`config.mk`:
```
export PLATFORM = sky130hd
export DESIGN_NAME = mult_appx_pipe
export DESIGN_NICKNAME = d
export VERILOG_FILES = /design/src/rtl/mult_appx_pkg.sv /design/src/rtl/mult_appx_lod.sv /design/src/rtl/mult_appx_pipe.sv
export SDC_FILE = /design/constraint.sdc
export NUM_CORES = 1
export LEC_CHECK = 0
export ABC_CLOCK_PERIOD_IN_PS = 9570
export BUFFER_PORTS_ARGS = -buffer_cell sky130_fd_sc_hd__buf_2
export CAP_MARGIN = 10
export CELL_PAD_IN_SITES_DETAIL_PLACEMENT = 0
export CELL_PAD_IN_SITES_GLOBAL_PLACEMENT = 1
export CORE_ASPECT_RATIO = 0.6
export CORE_UTILIZATION = 38
export DETAILED_ROUTE_END_ITERATION = 10
export PLACE_DENSITY_LB_ADDON = 0.3
export SYNTH_ARGS = -nofsm -noshare
export SYNTH_HDL_FRONTEND = slang
export SYNTH_SLANG_ARGS = --single-unit
```
`constraint.sdc`:
```
create_clock -name clk -period 9.57 [get_ports clk]
set_clock_uncertainty 0.1 [all_clocks]
set_input_delay 0.4785 -clock clk [delete_from_list [all_inputs] [get_ports clk]]
set_output_delay 0.4785 -clock clk [all_outputs]
set_load 0.005 [all_outputs]
```
`src/rtl/mult_appx_pkg.sv`:
```
// Shared definitions for the approximate multiplier pipeline: the operating
// mode encoding, the result counter width and a mode classification helper.
package mult_appx_pkg;

  typedef enum logic [1:0] {
    MODE_EXACT = 2'd0,
    MODE_POW2  = 2'd1,
    MODE_TWO   = 2'd2,
    MODE_RSVD  = 2'd3
  } mode_e;

  localparam int CNT_W = 16;

  // The reserved encoding behaves as exact, so only these two count as approximate.
  function automatic logic is_appx(input mode_e m);
    return (m == MODE_POW2) || (m == MODE_TWO);
  endfunction

endpackage

```
`src/rtl/mult_appx_lod.sv`:
```
// Combinational leading-one detector: reports the index of the most
// significant set bit of vec, and whether any bit is set at all.
module mult_appx_lod
  import mult_appx_pkg::*;
#(
  parameter int WIDTH = 16,
  parameter int POS_W = $clog2(WIDTH + 1)
) (
  input  logic [WIDTH-1:0] vec,
  output logic [POS_W-1:0] pos,
  output logic             found
);

  always_comb begin
    pos   = '0;
    found = 1'b0;
    for (int i = 0; i < WIDTH; i++) begin
      if (vec[i]) begin
        pos   = POS_W'(i);
        found = 1'b1;
      end
    end
  end

endmodule

```
`src/rtl/mult_appx_pipe.sv`:
```
// Three-stage valid/ready multiplier offering exact, nearest-power-of-two and
// two-term truncated products, plus a saturating count of approximate results.
module mult_appx_pipe
  import mult_appx_pkg::*;
#(
  parameter int WIDTH = 16,
  parameter int TAG_W = 4
) (
  input  logic               clk,
  input  logic               rst_n,
  input  logic               in_valid,
  output logic               in_ready,
  input  logic [WIDTH-1:0]   in_a,
  input  logic [WIDTH-1:0]   in_b,
  input  logic [1:0]         in_mode,
  input  logic [TAG_W-1:0]   in_tag,
  output logic               out_valid,
  input  logic               out_ready,
  output logic [2*WIDTH-1:0] out_y,
  output logic [1:0]         out_mode,
  output logic [TAG_W-1:0]   out_tag,
  input  logic               cnt_clr,
  output logic [CNT_W-1:0]   appx_cnt
);

  localparam int POS_W = $clog2(WIDTH + 1);
  localparam int PW    = 2 * WIDTH;

  logic             s1_valid, s2_valid;
  logic             s2_ready, s3_ready;
  logic [WIDTH-1:0] s1_a, s1_b;
  mode_e            s1_mode, s2_mode;
  logic [TAG_W-1:0] s1_tag, s2_tag;
  logic [POS_W-1:0] s1_k, s1_p1, s1_p2;
  logic             s1_nz, s1_two;
  logic [PW-1:0]    s2_pp0, s2_pp1;

  logic [POS_W-1:0] p1, p2, k;
  logic             nz, two, rnd;
  logic [WIDTH-1:0] top_bit, b_rest;
  logic [PW-1:0]    a_ext, pp0, pp1;

  assign s3_ready = !out_valid || out_ready;
  assign s2_ready = !s2_valid || s3_ready;
  assign in_ready = !s1_valid || s2_ready;

  mult_appx_lod #(.WIDTH(WIDTH), .POS_W(POS_W)) u_lod_hi (
    .vec   (in_b),
    .pos   (p1),
    .found (nz)
  );

  assign top_bit = WIDTH'(1) << p1;
  assign b_rest  = in_b & ~top_bit;

  mult_appx_lod #(.WIDTH(WIDTH), .POS_W(POS_W)) u_lod_lo (
    .vec   (b_rest),
    .pos   (p2),
    .found (two)
  );

  // Nearest power of two: the bit just below the leading one decides round-up,
  // which also makes exact ties (b = 3*2^n) go to the larger power.
  always_comb begin
    rnd = |(in_b & (top_bit >> 1));
    k   = '0;
    if (nz) begin
      k = p1 + POS_W'(rnd);
    end
  end

  always_ff @(posedge clk or negedge rst_n) begin
    if (!rst_n) begin
      s1_valid <= 1'b0;
      s1_a     <= '0;
      s1_b     <= '0;
      s1_mode  <= MODE_EXACT;
      s1_tag   <= '0;
      s1_k     <= '0;
      s1_p1    <= '0;
      s1_p2    <= '0;
      s1_nz    <= 1'b0;
      s1_two   <= 1'b0;
    end else if (in_ready) begin
      s1_valid <= in_valid;
      if (in_valid) begin
        s1_a    <= in_a;
        s1_b    <= in_b;
        s1_mode <= mode_e'(in_mode);
        s1_tag  <= in_tag;
        s1_k    <= k;
        s1_p1   <= p1;
        s1_p2   <= p2;
        s1_nz   <= nz;
        s1_two  <= two;
      end
    end
  end

  always_comb begin
    a_ext = PW'(s1_a);
    pp0   = '0;
    pp1   = '0;
    case (s1_mode)
      MODE_POW2: begin
        if (s1_nz) pp0 = a_ext << s1_k;
      end
      MODE_TWO: begin
        if (s1_nz)  pp0 = a_ext << s1_p1;
        if (s1_two) pp1 = a_ext << s1_p2;
      end
      default: pp0 = a_ext * PW'(s1_b);
    endcase
  end

  always_ff @(posedge clk or negedge rst_n) begin
    if (!rst_n) begin
      s2_valid <= 1'b0;
      s2_pp0   <= '0;
      s2_pp1   <= '0;
      s2_mode  <= MODE_EXACT;
      s2_tag   <= '0;
    end else if (s2_ready) begin
      s2_valid <= s1_valid;
      if (s1_valid) begin
        s2_pp0  <= pp0;
        s2_pp1  <= pp1;
        s2_mode <= s1_mode;
        s2_tag  <= s1_tag;
      end
    end
  end

  always_ff @(posedge clk or negedge rst_n) begin
    if (!rst_n) begin
      out_valid <= 1'b0;
      out_y     <= '0;
      out_mode  <= '0;
      out_tag   <= '0;
    end else if (s3_ready) begin
      out_valid <= s2_valid;
      if (s2_valid) begin
        out_y    <= s2_pp0 + s2_pp1;
        out_mode <= s2_mode;
        out_tag  <= s2_tag;
      end
    end
  end

  // Clear takes priority over a coincident delivery; the count sticks at all-ones.
  always_ff @(posedge clk or negedge rst_n) begin
    if (!rst_n) begin
      appx_cnt <= '0;
    end else if (cnt_clr) begin
      appx_cnt <= '0;
    end else if (out_valid && out_ready && is_appx(mode_e'(out_mode)) && (appx_cnt != '1)) begin
      appx_cnt <= appx_cnt + CNT_W'(1);
    end
  end

endmodule
```
==> results.cfg <==
[outcome]
status = complete, no violations

[yosys]
yosys_warnings = 0
synth_top_family_by_area = adder cells
dominantRegCellSynth = dfrtp_1
synthSimpleGateAreaFrac_pct = 18.3
synth_area_um2 = 20300
yosys.area_share.xor_xnor_pct = 2.33
synth.distinct_cells = 85
yosysSeqAreaShare_pct = 22.0
synthArstFlopShare_pct = 100
avgSynthCellArea_um2 = 8.50
netlist_instances = 2392
synth_fa_ha_area_share_pct = 27.8
synth_mux_area_share_pct = 6.09
synth_edf_count = 0
ys_ff_latch = 179
synth_nets = 2770
synth_compound_area_share_pct = 15.5

[worst_setup_path]
criticalPathCategory = flop to flop
cp.required_ns = 9.83
crit_path_start = s1_a[10]
cp_max_fo = 27
critPathCaptureType = flop
arrival_ns = 7.63
critPathLaunchType = flop
reg2reg_depth = 21
r2r-end = s2_pp0[24]
r2r_start = s1_a[10]
cp-endpoint = s2_pp0[24]
r2r_slack_ns = 2.20

[floorplan]
die_area_um2 = 54500
die_x_um = 301
die_y_um = 181
core_um2 = 52700
io_pins = 99
start_util_pct = 38.6
row_count = 65

[finish]
layout.nets = 2773
regArea_um2 = 4480
diodes = 0
final_cells = 3111
multi_input_area_um2 = 14300
drive_above_1_share_pct = 9.80
nFillCells = 5393
syn_to_final_growth_pct = 8.16

[clocking]
postCtsResizedCells = 0
clkSinkCount = 179
cts_tree = done
numCtsBuffers = 17
cts.clk_slew.worst_paths_ns = 0.08
htree_levels = 4
cts_buffer_depth = 2
insertion_delay_ns = 0.48
clockRootBuffer = clkbuf_16

[drt]
avgRoutedWirePerCell_um = 21.7
antenna_left = 0
drt_iter0_drc = 1525
drc = 0
drt-total-wl_um = 67500
vias = 17500
vias_per_cell = 5.62
drt-pass1-iter-count = 8

[sta]
rsz0062_at_grt = no
final_max_slew_viol_count = 0
setup_viol = 0
finalSetupTns_ns = 0
fmax_ghz = 0.136
worstMarginPinSlew_ns = 1.27
slew_headroom_pct = 15.6
finalCritPeriodShare_pct = 77.0
holdWs_ns = 0.0859
hold_violations = 0
layout_min_cycle_time_ns = 7.37

[global_routing]
grt_max_degree = 72
gr-total-overflow = 0
grt_antenna_before_repair = 1
grt_pass1_vias = 18000
grt_pass1_wl_um = 108000
track_usage_pct = 25.9

[hold_path]
worst_hold_path_type = input port to flop

[place]
placedCellCount = 3078
place.gp.congestion = 0.969
dp_hpwl_um = 51300
place.port_buffers = 98

[power_and_ir_drop]
p_leak_nw = 10.5
worst_ir_drop_vdd_mv = 0.402
total_power_mw = 8.26
power_density_nw_per_um2 = 375

[run]
cap_violations = 0
## worst max-delay path, cell delays in order, from the launching register on
cell and delay (ns):
dfrtp_1 1.19, nand2_1 0.19, fa_1 0.59, inv_1 0.06, fa_1 0.54, inv_1 0.05, fa_1 0.48, fa_1 0.55
inv_1 0.05, fa_1 0.48, inv_1 0.05, fa_1 0.48, inv_1 0.05, ha_1 0.35, a21oi_1 0.22, a21oi_1 0.09
a211oi_1 0.30, a21oi_1 0.29, o41ai_1 0.55, nand3b_1 0.19, nor4_1 0.06, o32a_1 0.34
## layer usage
| metal | up-vias | GRT usage, % | part of all wire (%) |
|---|---|---|---|
| met2 | 584 | 36.5 | 40 |
| met3 | 44 | 5.44 | 7.3 |
| met5 | - | 0.617 | 0.019 |
| li1 | 7991 | - | - |
| met4 | 2 | 4.00 | 1.1 |
| met1 | 8859 | 40.6 | 52 |
## cells in the final DEF (no fill, tap or decap), types with 10 or more instances in the layout
master     count
inv_1        272
o21ai_0      118
o221ai_1      15
nor3_1        18
nor2b_1       17
o31ai_1       16
nand2_1      468
xor2_1        27
nand3_1       14
a31oi_1       16
a221oi_1      15
nand2b_1      20
o22ai_1       15
and2_1        96
xnor2_1       27
nand4_1       15
o21a_1        15
a211oi_1      17
buf_4         31
a21o_1        31
buf_2         97
clkbuf_16     17
mux4_2        19
mux2i_1       51
mux2_2        24
a21oi_1       99
dfrtp_1      179
fa_1         195
nor2_1       133
o211ai_1      10
ha_1         140
and3_1        13
## timing repair
item	in CTS	in global routing
buffers inserted	0	0
hold buffers	1	0
endpoints found under the hold margin	62	0
## cell usage after synthesis (all sizes together) (6+ instances only)
master / count / area [um2]
o21ai: 120 / 601
mux2: 26 / 300
nand4: 15 / 93.8
a21oi: 99 / 495
mux4: 19 / 428
xnor2: 27 / 236
o211ai: 11 / 87.6
mux2i: 51 / 510
fa: 195 / 3900
a32oi: 6 / 52.6
nor4: 9 / 56.3
a211oi: 19 / 153
o311ai: 8 / 70.1
o31ai: 16 / 120
a31oi: 16 / 100
o221ai: 16 / 146
a22oi: 9 / 67.6
o32ai: 7 / 76.3
o21bai: 7 / 52.6
nand3: 14 / 70.1
and3: 13 / 81.3
a21o: 31 / 233
inv: 273 / 1020
nand2: 471 / 1770
nor2: 133 / 499
nand2b: 20 / 125
and2: 97 / 607
nor3: 18 / 90.1
o22ai: 16 / 106
dfrtp: 179 / 4480
a22o: 9 / 78.8
clkbuf: 125 / 469
o21a: 16 / 121
buf: 21 / 115
ha: 140 / 1750
a221oi: 16 / 146
or3: 8 / 50.1
or2: 8 / 50.1
nor2b: 18 / 113
xor2: 27 / 236
## kinds of logic after synthesis
| group | count (synthesis) |
|---|---|
| multiplexers | 96 |
| flip-flops | 179 |
| AND/OR/NAND/NOR | 839 |
| adder cells (fa/ha/maj) | 335 |
| XOR/XNOR | 54 |
| AO/OA/AOI/OAI | 470 |
| buffers and inverters | 419 |
## flip-flops by register name, summed over array words and instances, names as in the netlist, 2 cells and up
name      flops
out_y        32
s2_pp0       32
s2_pp1       31
appx_cnt     16
s1_a         16
s1_b         16
s1_k          5
out_tag       4
s1_p1         4
s1_p2         4
s1_tag        4
s2_tag        4
out_mode      2
s1_mode       2
s2_mode       2
## where the power goes
group          internal (mW)  switching [mW]
registers              0.940           0.240
logic                   2.58            3.73
clock network          0.387           0.377
total                   3.91            4.34
## worst min path at each step
stage                    from           to  slack, ns  cells past startpoint
global route          in_a[4]      s1_a[4]       0.08                      3
detailed placement  s1_tag[1]    s2_tag[1]       0.35                      2
CTS                   in_a[8]      s1_a[8]       0.06                      3
floorplan               rst_n  appx_cnt[0]       0.08                      0
global placement     out_y[3]     out_y[3]       0.34                      2
finish                in_a[8]      s1_a[8]       0.09                      3
## cell type report
| type | count | share of cell area (%) |
|---|---|---|
| Multi-Input combinational cell | 1794 | 64.8 |
| Sequential cell | 179 | 20.4 |
| Inverter | 273 | 4.66 |
| Tap cell | 703 | 4.00 |
| Timing Repair Buffer | 130 | 3.37 |
| Clock buffer | 19 | 2.06 |
| Clock inverter | 13 | 0.722 |
## through the flow
| step | util [%] | setup slack [ns] | area [um2] |
|---|---|---|---|
| floorplan | - | 3.14 | 20300 |
| global placement | 40.6 | 2.40 | 21400 |
| detailed placement | 40.6 | 2.28 | 21400 |
| CTS | 41.7 | 2.24 | 22000 |
| global route | 41.7 | 1.67 | 22000 |
| finish | 41.7 | 2.20 | 22000 |
Note: power is estimated with default switching activity, not from simulation.
